<file path="src/rtl/seq_mag_compare.sv">
// Multi-cycle cascadable magnitude comparator.
// Scans operands CHUNK bits per cycle from the MSB chunk down.
module seq_mag_compare #(
    parameter int WIDTH      = 16,
    parameter int CHUNK      = 4,
    parameter int EARLY_EXIT = 1
) (
    input  logic             sys_clk,
    input  logic             sys_rst_n,
    input  logic             start,
    input  logic [WIDTH-1:0] a_in,
    input  logic [WIDTH-1:0] b_in,
    input  logic             signed_mode,
    input  logic [2:0]       casc_in,
    output logic             busy,
    output logic             done,
    output logic [2:0]       f_out
);

    localparam int NCHUNK = WIDTH / CHUNK;
    localparam int IW     = (NCHUNK > 1) ? $clog2(NCHUNK) : 1;
    localparam logic [IW-1:0] LAST = IW'(NCHUNK - 1);

    typedef enum logic [1:0] {
        IDLE,
        CMP,
        DONE
    } state_t;

    state_t state, state_n;

    logic [WIDTH-1:0] a_q, a_n, b_q, b_n;
    logic             sgn_q, sgn_n;
    logic [2:0]       casc_q, casc_n;
    logic [IW-1:0]    idx, idx_n;
    logic             dec_q, dec_n;
    logic [1:0]       res_q, res_n;
    logic [2:0]       f_n;

    logic [WIDTH-1:0] a_sh, b_sh;
    logic [CHUNK-1:0] ca, cb;
    logic             hit_gt, hit_lt, dec_now;
    logic [1:0]       res_now;
    logic [2:0]       casc_res;

    // State and datapath registers; reset aborts any compare in flight
    always_ff @(posedge sys_clk or negedge sys_rst_n) begin
        if (!sys_rst_n) begin
            state  <= IDLE;
            a_q    <= '0;
            b_q    <= '0;
            sgn_q  <= 1'b0;
            casc_q <= '0;
            idx    <= '0;
            dec_q  <= 1'b0;
            res_q  <= '0;
            f_out  <= '0;
        end else begin
            state  <= state_n;
            a_q    <= a_n;
            b_q    <= b_n;
            sgn_q  <= sgn_n;
            casc_q <= casc_n;
            idx    <= idx_n;
            dec_q  <= dec_n;
            res_q  <= res_n;
            f_out  <= f_n;
        end
    end

    // Current chunk compare; signed mode flips the sign bit of the MSB chunk
    always_comb begin
        a_sh = a_q >> (idx * CHUNK);
        b_sh = b_q >> (idx * CHUNK);
        ca   = a_sh[CHUNK-1:0];
        cb   = b_sh[CHUNK-1:0];
        if (sgn_q && idx == LAST) begin
            ca[CHUNK-1] = ~ca[CHUNK-1];
            cb[CHUNK-1] = ~cb[CHUNK-1];
        end
        hit_gt  = ca > cb;
        hit_lt  = ca < cb;
        dec_now = dec_q | hit_gt | hit_lt;
        res_now = dec_q ? res_q : {hit_gt, hit_lt};
        case (casc_q)
            3'b100:  casc_res = 3'b100;
            3'b010:  casc_res = 3'b010;
            default: casc_res = 3'b001;
        endcase
    end

    // Next-state logic: accept in IDLE/DONE, scan in CMP
    always_comb begin
        state_n = state;
        a_n     = a_q;
        b_n     = b_q;
        sgn_n   = sgn_q;
        casc_n  = casc_q;
        idx_n   = idx;
        dec_n   = dec_q;
        res_n   = res_q;
        f_n     = f_out;
        unique case (state)
            IDLE, DONE: begin
                if (start) begin
                    a_n     = a_in;
                    b_n     = b_in;
                    sgn_n   = signed_mode;
                    casc_n  = casc_in;
                    idx_n   = LAST;
                    dec_n   = 1'b0;
                    res_n   = '0;
                    state_n = CMP;
                end else begin
                    state_n = IDLE;
                end
            end
            CMP: begin
                dec_n = dec_now;
                res_n = res_now;
                if (idx == '0 || (EARLY_EXIT != 0 && dec_now)) begin
                    state_n = DONE;
                    f_n     = dec_now ? {res_now, 1'b0} : casc_res;
                end else begin
                    idx_n = idx - 1'b1;
                end
            end
            default: state_n = IDLE;
        endcase
    end

    assign busy = (state == CMP);
    assign done = (state == DONE);

endmodule

</file>
<file path="config.mk">
export PLATFORM = sky130hd
export DESIGN_NAME = seq_mag_compare
export DESIGN_NICKNAME = d
export VERILOG_FILES = /design/src/rtl/seq_mag_compare.sv
export SDC_FILE = /design/constraint.sdc
export NUM_CORES = 1
export LEC_CHECK = 0
export BUFFER_PORTS_ARGS = -buffer_cell sky130_fd_sc_hd__buf_2
export CORE_MARGIN = 2
export CORE_UTILIZATION = 50
export CTS_CLUSTER_DIAMETER = 40
export DETAILED_ROUTE_END_ITERATION = 8
export GPL_ROUTABILITY_DRIVEN = 0
export PLACE_DENSITY = 0.74
export SYNTH_ARGS = -nofsm -noshare
export SYNTH_HDL_FRONTEND = slang
export SYNTH_SLANG_ARGS = --single-unit
</file>
<file path="constraint.sdc">
create_clock -name sys_clk -period 2.85 [get_ports sys_clk]
set_input_delay 0.57 -clock sys_clk [delete_from_list [all_inputs] [get_ports sys_clk]]
set_output_delay 0.57 -clock sys_clk [all_outputs]
set_load 0.005 [all_outputs]
</file>
==> out/metrics.sh <==
RUN_STATUS='finished clean'
CRITPATHMAXFANOUT=6
CTS_ROOT_BUF='clkbuf_8'
SYNTHMOSTINSTANTIATEDCELL='dfrtp_1'
LARGEST_NET_DEGREE_AT_THE_START_OF_GLOBAL_ROUTING=47
DRIVE_ABOVE_1_SHARE=0.535
CTS.SINKS=46
CPPEAKSTAGEDELAY_PS=530
AREAGROWTHSYNTHTOFINISH_PCT=18.0
IO_BUFFERS=43
WORSTPATHCELLLIST='mux4_2, xnor2_1, ha_1, a21o_1, o311ai_4, a21oi_1, o32a_1'
POST_SYNTH_NET_TOTAL=194
DETAIL_ROUTE.DRC_VIOLATIONS=0
GRT_ANTENNA_BEFORE_REPAIR=0
DETAILED_PLACE.AREA_UM2=2450
GRT_PASS1_VIAS=1428
ROUTED_WIRELENGTH_UM=3830
SYNTH_COMMONEST_CELLS='46 x dfrtp_1, 36 x mux2_2, 9 x inv_1'
YOSYS.AREA_SHARE.ADDER=0.0347
GRT-OVFL-TOTAL=0
POWER_SWITCHING_SHARE=0.287
GRT_FIRST_PASS_WIRELENGTH_UM=6760
FIRSTDRTPASSITERS=4
RELSLEWSLACK=0.346
REG2REG_SLACK_PS=330
INITIAL_UTILIZATION=0.530
CTS_MAX_LEVEL=2
CRITPATHLAUNCHTYPE='register'
HPWL_UM=2900
COMPOUND_CELL_AREA_SHARE_OF_THE_YOSYS_NETLIST=0.0647
TRITONCTS_CLOCK_TREE='built'
POST_SYNTH_NUM_CELL_TYPES=32
NET-SWITCHING-POWER_mW=0.574
CLOCK_POWER_SHARE=0.231
RSZ_0062_RAISED_AFTER_GLOBAL_ROUTING='no'
SYNTH_TOP_FLOP_CELL='dfrtp_1'
FLOORPLAN.CORE_AREA_UM2=4090
PATH_CLASS='reg2reg'
COMBINATIONAL_FAMILY_WITH_THE_MOST_AREA_AFTER_SYNTHESIS='multiplexers'
IO-PIN-COUNT=44
CLOCK.FMAX_GHz=0.398
POST_SYNTH.CELL_AREA_AVG_UM2=14.5
SETUP_TNS_PS=0
NUMBER_OF_MAX_CAPACITANCE_VIOLATIONS_REPORTED=0
FINALPOWER_mW=2.00
DESIGN.FINAL.NETS=242
POSTCTSSETUPREPAIRBUFS=0
SYNTH_AREA_LEADER_CELL='dfrtp_1'
SYNTHCELLS=149
DIE_H_UM=69.8
YOSYSSEQAREASHARE=0.532
DIEAREA_UM2=4870
CLKSLEWWORSTSETUPHOLDPATHS_PS=80
XOR_XNOR_SHARE_OF_THE_SYNTHESIZED_AREA=0.0121
HOLD_CLASS='in2async'
FINALCLOCKSKEW_PS=7.89
SYNTH-SEQ-CELLS=46
FINAL_MAX_SLEW_VIOL_COUNT=0
POST_SYNTH_MAIN_AREA_CONTRIBUTORS='dfrtp_1 53%, mux2_2 19%, mux4_2 8.3%, ha_1 3.5%, inv_1 1.6%'
ROUTED-VIA-COUNT=1314
CP_SLOWEST_CELL='mux4_2'
MAPPEDNETLISTAREA_UM2=2160
HOLDBUFCOUNTCTS=0
MAX_SLEW.WORST_PIN.SLEW_PS=982
POSTSYNTH.ASYNCRESETSHARE=1.00
POWER.LEAKAGE_nW=1.18
SYNTHSIMPLEGATEAREAFRAC=0.0428
P_SEQ_FRAC=0.451
CLOCKBUFFERDEPTH=2
CELLINTERNALPOWER_mW=1.42
POWERDENSITY_nW_PER_UM2=782
DRTITER0DRC=93
SETUP_VIOLATIONS=0
POST-SYNTH-TOP-AREA-FRACTION=0.532
CLOCK_LATENCY_PS=290
SYNTH.MUX.AREA_FRACTION=0.280
POST_DRT_VIA_CELL_RATIO=5.30
NUM_ANTENNA_CELLS=0
CHIPWIDTH_UM=69.8
NUM_ROWS=23
POSTROUTEANTENNANETS=0
ARRIVAL_PS=2690
CRITICAL_PATH.ENDPOINT_TYPE='register'
REQUIRED_PS=3020
GRT_USAGE=0.176
POWER.SHARE.COMBINATIONAL=0.318
CTS_RESIZED=0
SYNTH_EDF_COUNT=0
FINAL_AREA_UM2=2550
MAXIMUM_VDD_DROP_mV=0.359
FINAL.MIN_CLOCK_PERIOD_PS=2520
SYNTH.YOSYS.WARNINGS=0
CTS_MADE_BUFFERS=5
HOLD_VIOL_FINAL=0
ROUTED_LENGTH_PER_PLACED_INSTANCE_UM=15.5
FINAL_MIN_PERIOD_OVER_CLOCK_PERIOD=0.883
## state kept, by name, summed over array words and instances, names as in the netlist
register  cells
a_q          16
b_q          16
casc_q        3
dec_q         1
f_out         3
idx           2
res_q         2
sgn_q         1
state         2
## path summary, 6_finish.rpt
path / from / to / depth (start not counted)
worst max-delay path: idx[0] / f_out[2] / 7
worst min-delay path: sys_rst_n / a_q[2] / 1
worst max register to register: idx[0] / f_out[2] / 7
worst min register to register: f_out[2] / f_out[2] / 1
max in group asynchronous: sys_rst_n / dec_q / 1
min in group sys_clk: f_out[2] / f_out[2] / 1
## area by class of cell
class	instances	area (um^2)
repair buffers	47	245
fillers	329	1530
clock inverters	1	30.0
multi-input cells	86	947
clock buffers	7	76.3
inverters	11	41.3
well taps	50	62.6
flip-flops and latches	46	1150
## stage by stage
| stage | cells | hold WS [ps] | util | worst slack (ps) |
|---|---|---|---|---|
| after global placement | 240 | 482 | 0.599 | 434 |
| final | 248 | 431 | 0.625 | 335 |
| after CTS | 248 | 473 | 0.625 | 333 |
| after floorplan | 149 | 274 | - | 321 |
| after detailed placement | 240 | 487 | 0.599 | 358 |
| after global routing | 248 | 486 | 0.625 | 248 |
## power groups by stage
stage | Sequential, mW | Combinational (mW) | Clock (mW)
global route | 0.928 | 0.703 | 0.508
finish | 0.902 | 0.635 | 0.461
detailed placement | 0.914 | 0.646 | 0
global placement | 0.904 | 0.613 | 0
floorplan | 0.880 | 0.496 | 0
CTS | 0.904 | 0.646 | 0.477
## per-layer routing
| layer | vias up | global-route usage | routed length [um] |
|---|---|---|---|
| met5 | - | 0 | 0 |
| met4 | 0 | 0.0513 | 38 |
| met3 | 5 | 0.0494 | 163 |
| met2 | 26 | 0.290 | 1900 |
| met1 | 648 | 0.228 | 1730 |
| li1 | 635 | - | - |
## worst max-delay path, delay by kind of cell, from the launching register on
kind,cells,cell delay (ps)
multiplexers,1,530
flip-flops,1,440
adder cells (fa/ha/maj),1,330
XOR/XNOR,1,140
AO/OA/AOI/OAI,4,950
## cell usage in the layout (no fill, tap or decap), drive strengths merged, types with 2 or more instances in the layout
master,Yosys,layout
a21o,2,2
a21oi,2,2
a22o,3,3
buf,6,47
clkbuf,0,7
dfrtp,46,46
ha,6,6
inv,10,10
mux2,36,36
mux2i,2,2
mux4,8,8
nand2,2,2
nor2,4,4
nor2b,3,3
o211ai,2,2
o21ai,2,2
or3b,2,2
xnor2,2,2
## cell families (layout without fill, tap and decap cells)
kind of cell | Yosys count | in the layout
buffers and inverters | 17 | 66
AOI/OAI and AO/OA | 16 | 16
and+or+nand+nor | 15 | 15
muxes | 46 | 46
xor gates and xnor gates | 3 | 3
adders and majority gates | 6 | 6
DFF | 46 | 46
Power figures use the tool's default switching activity.
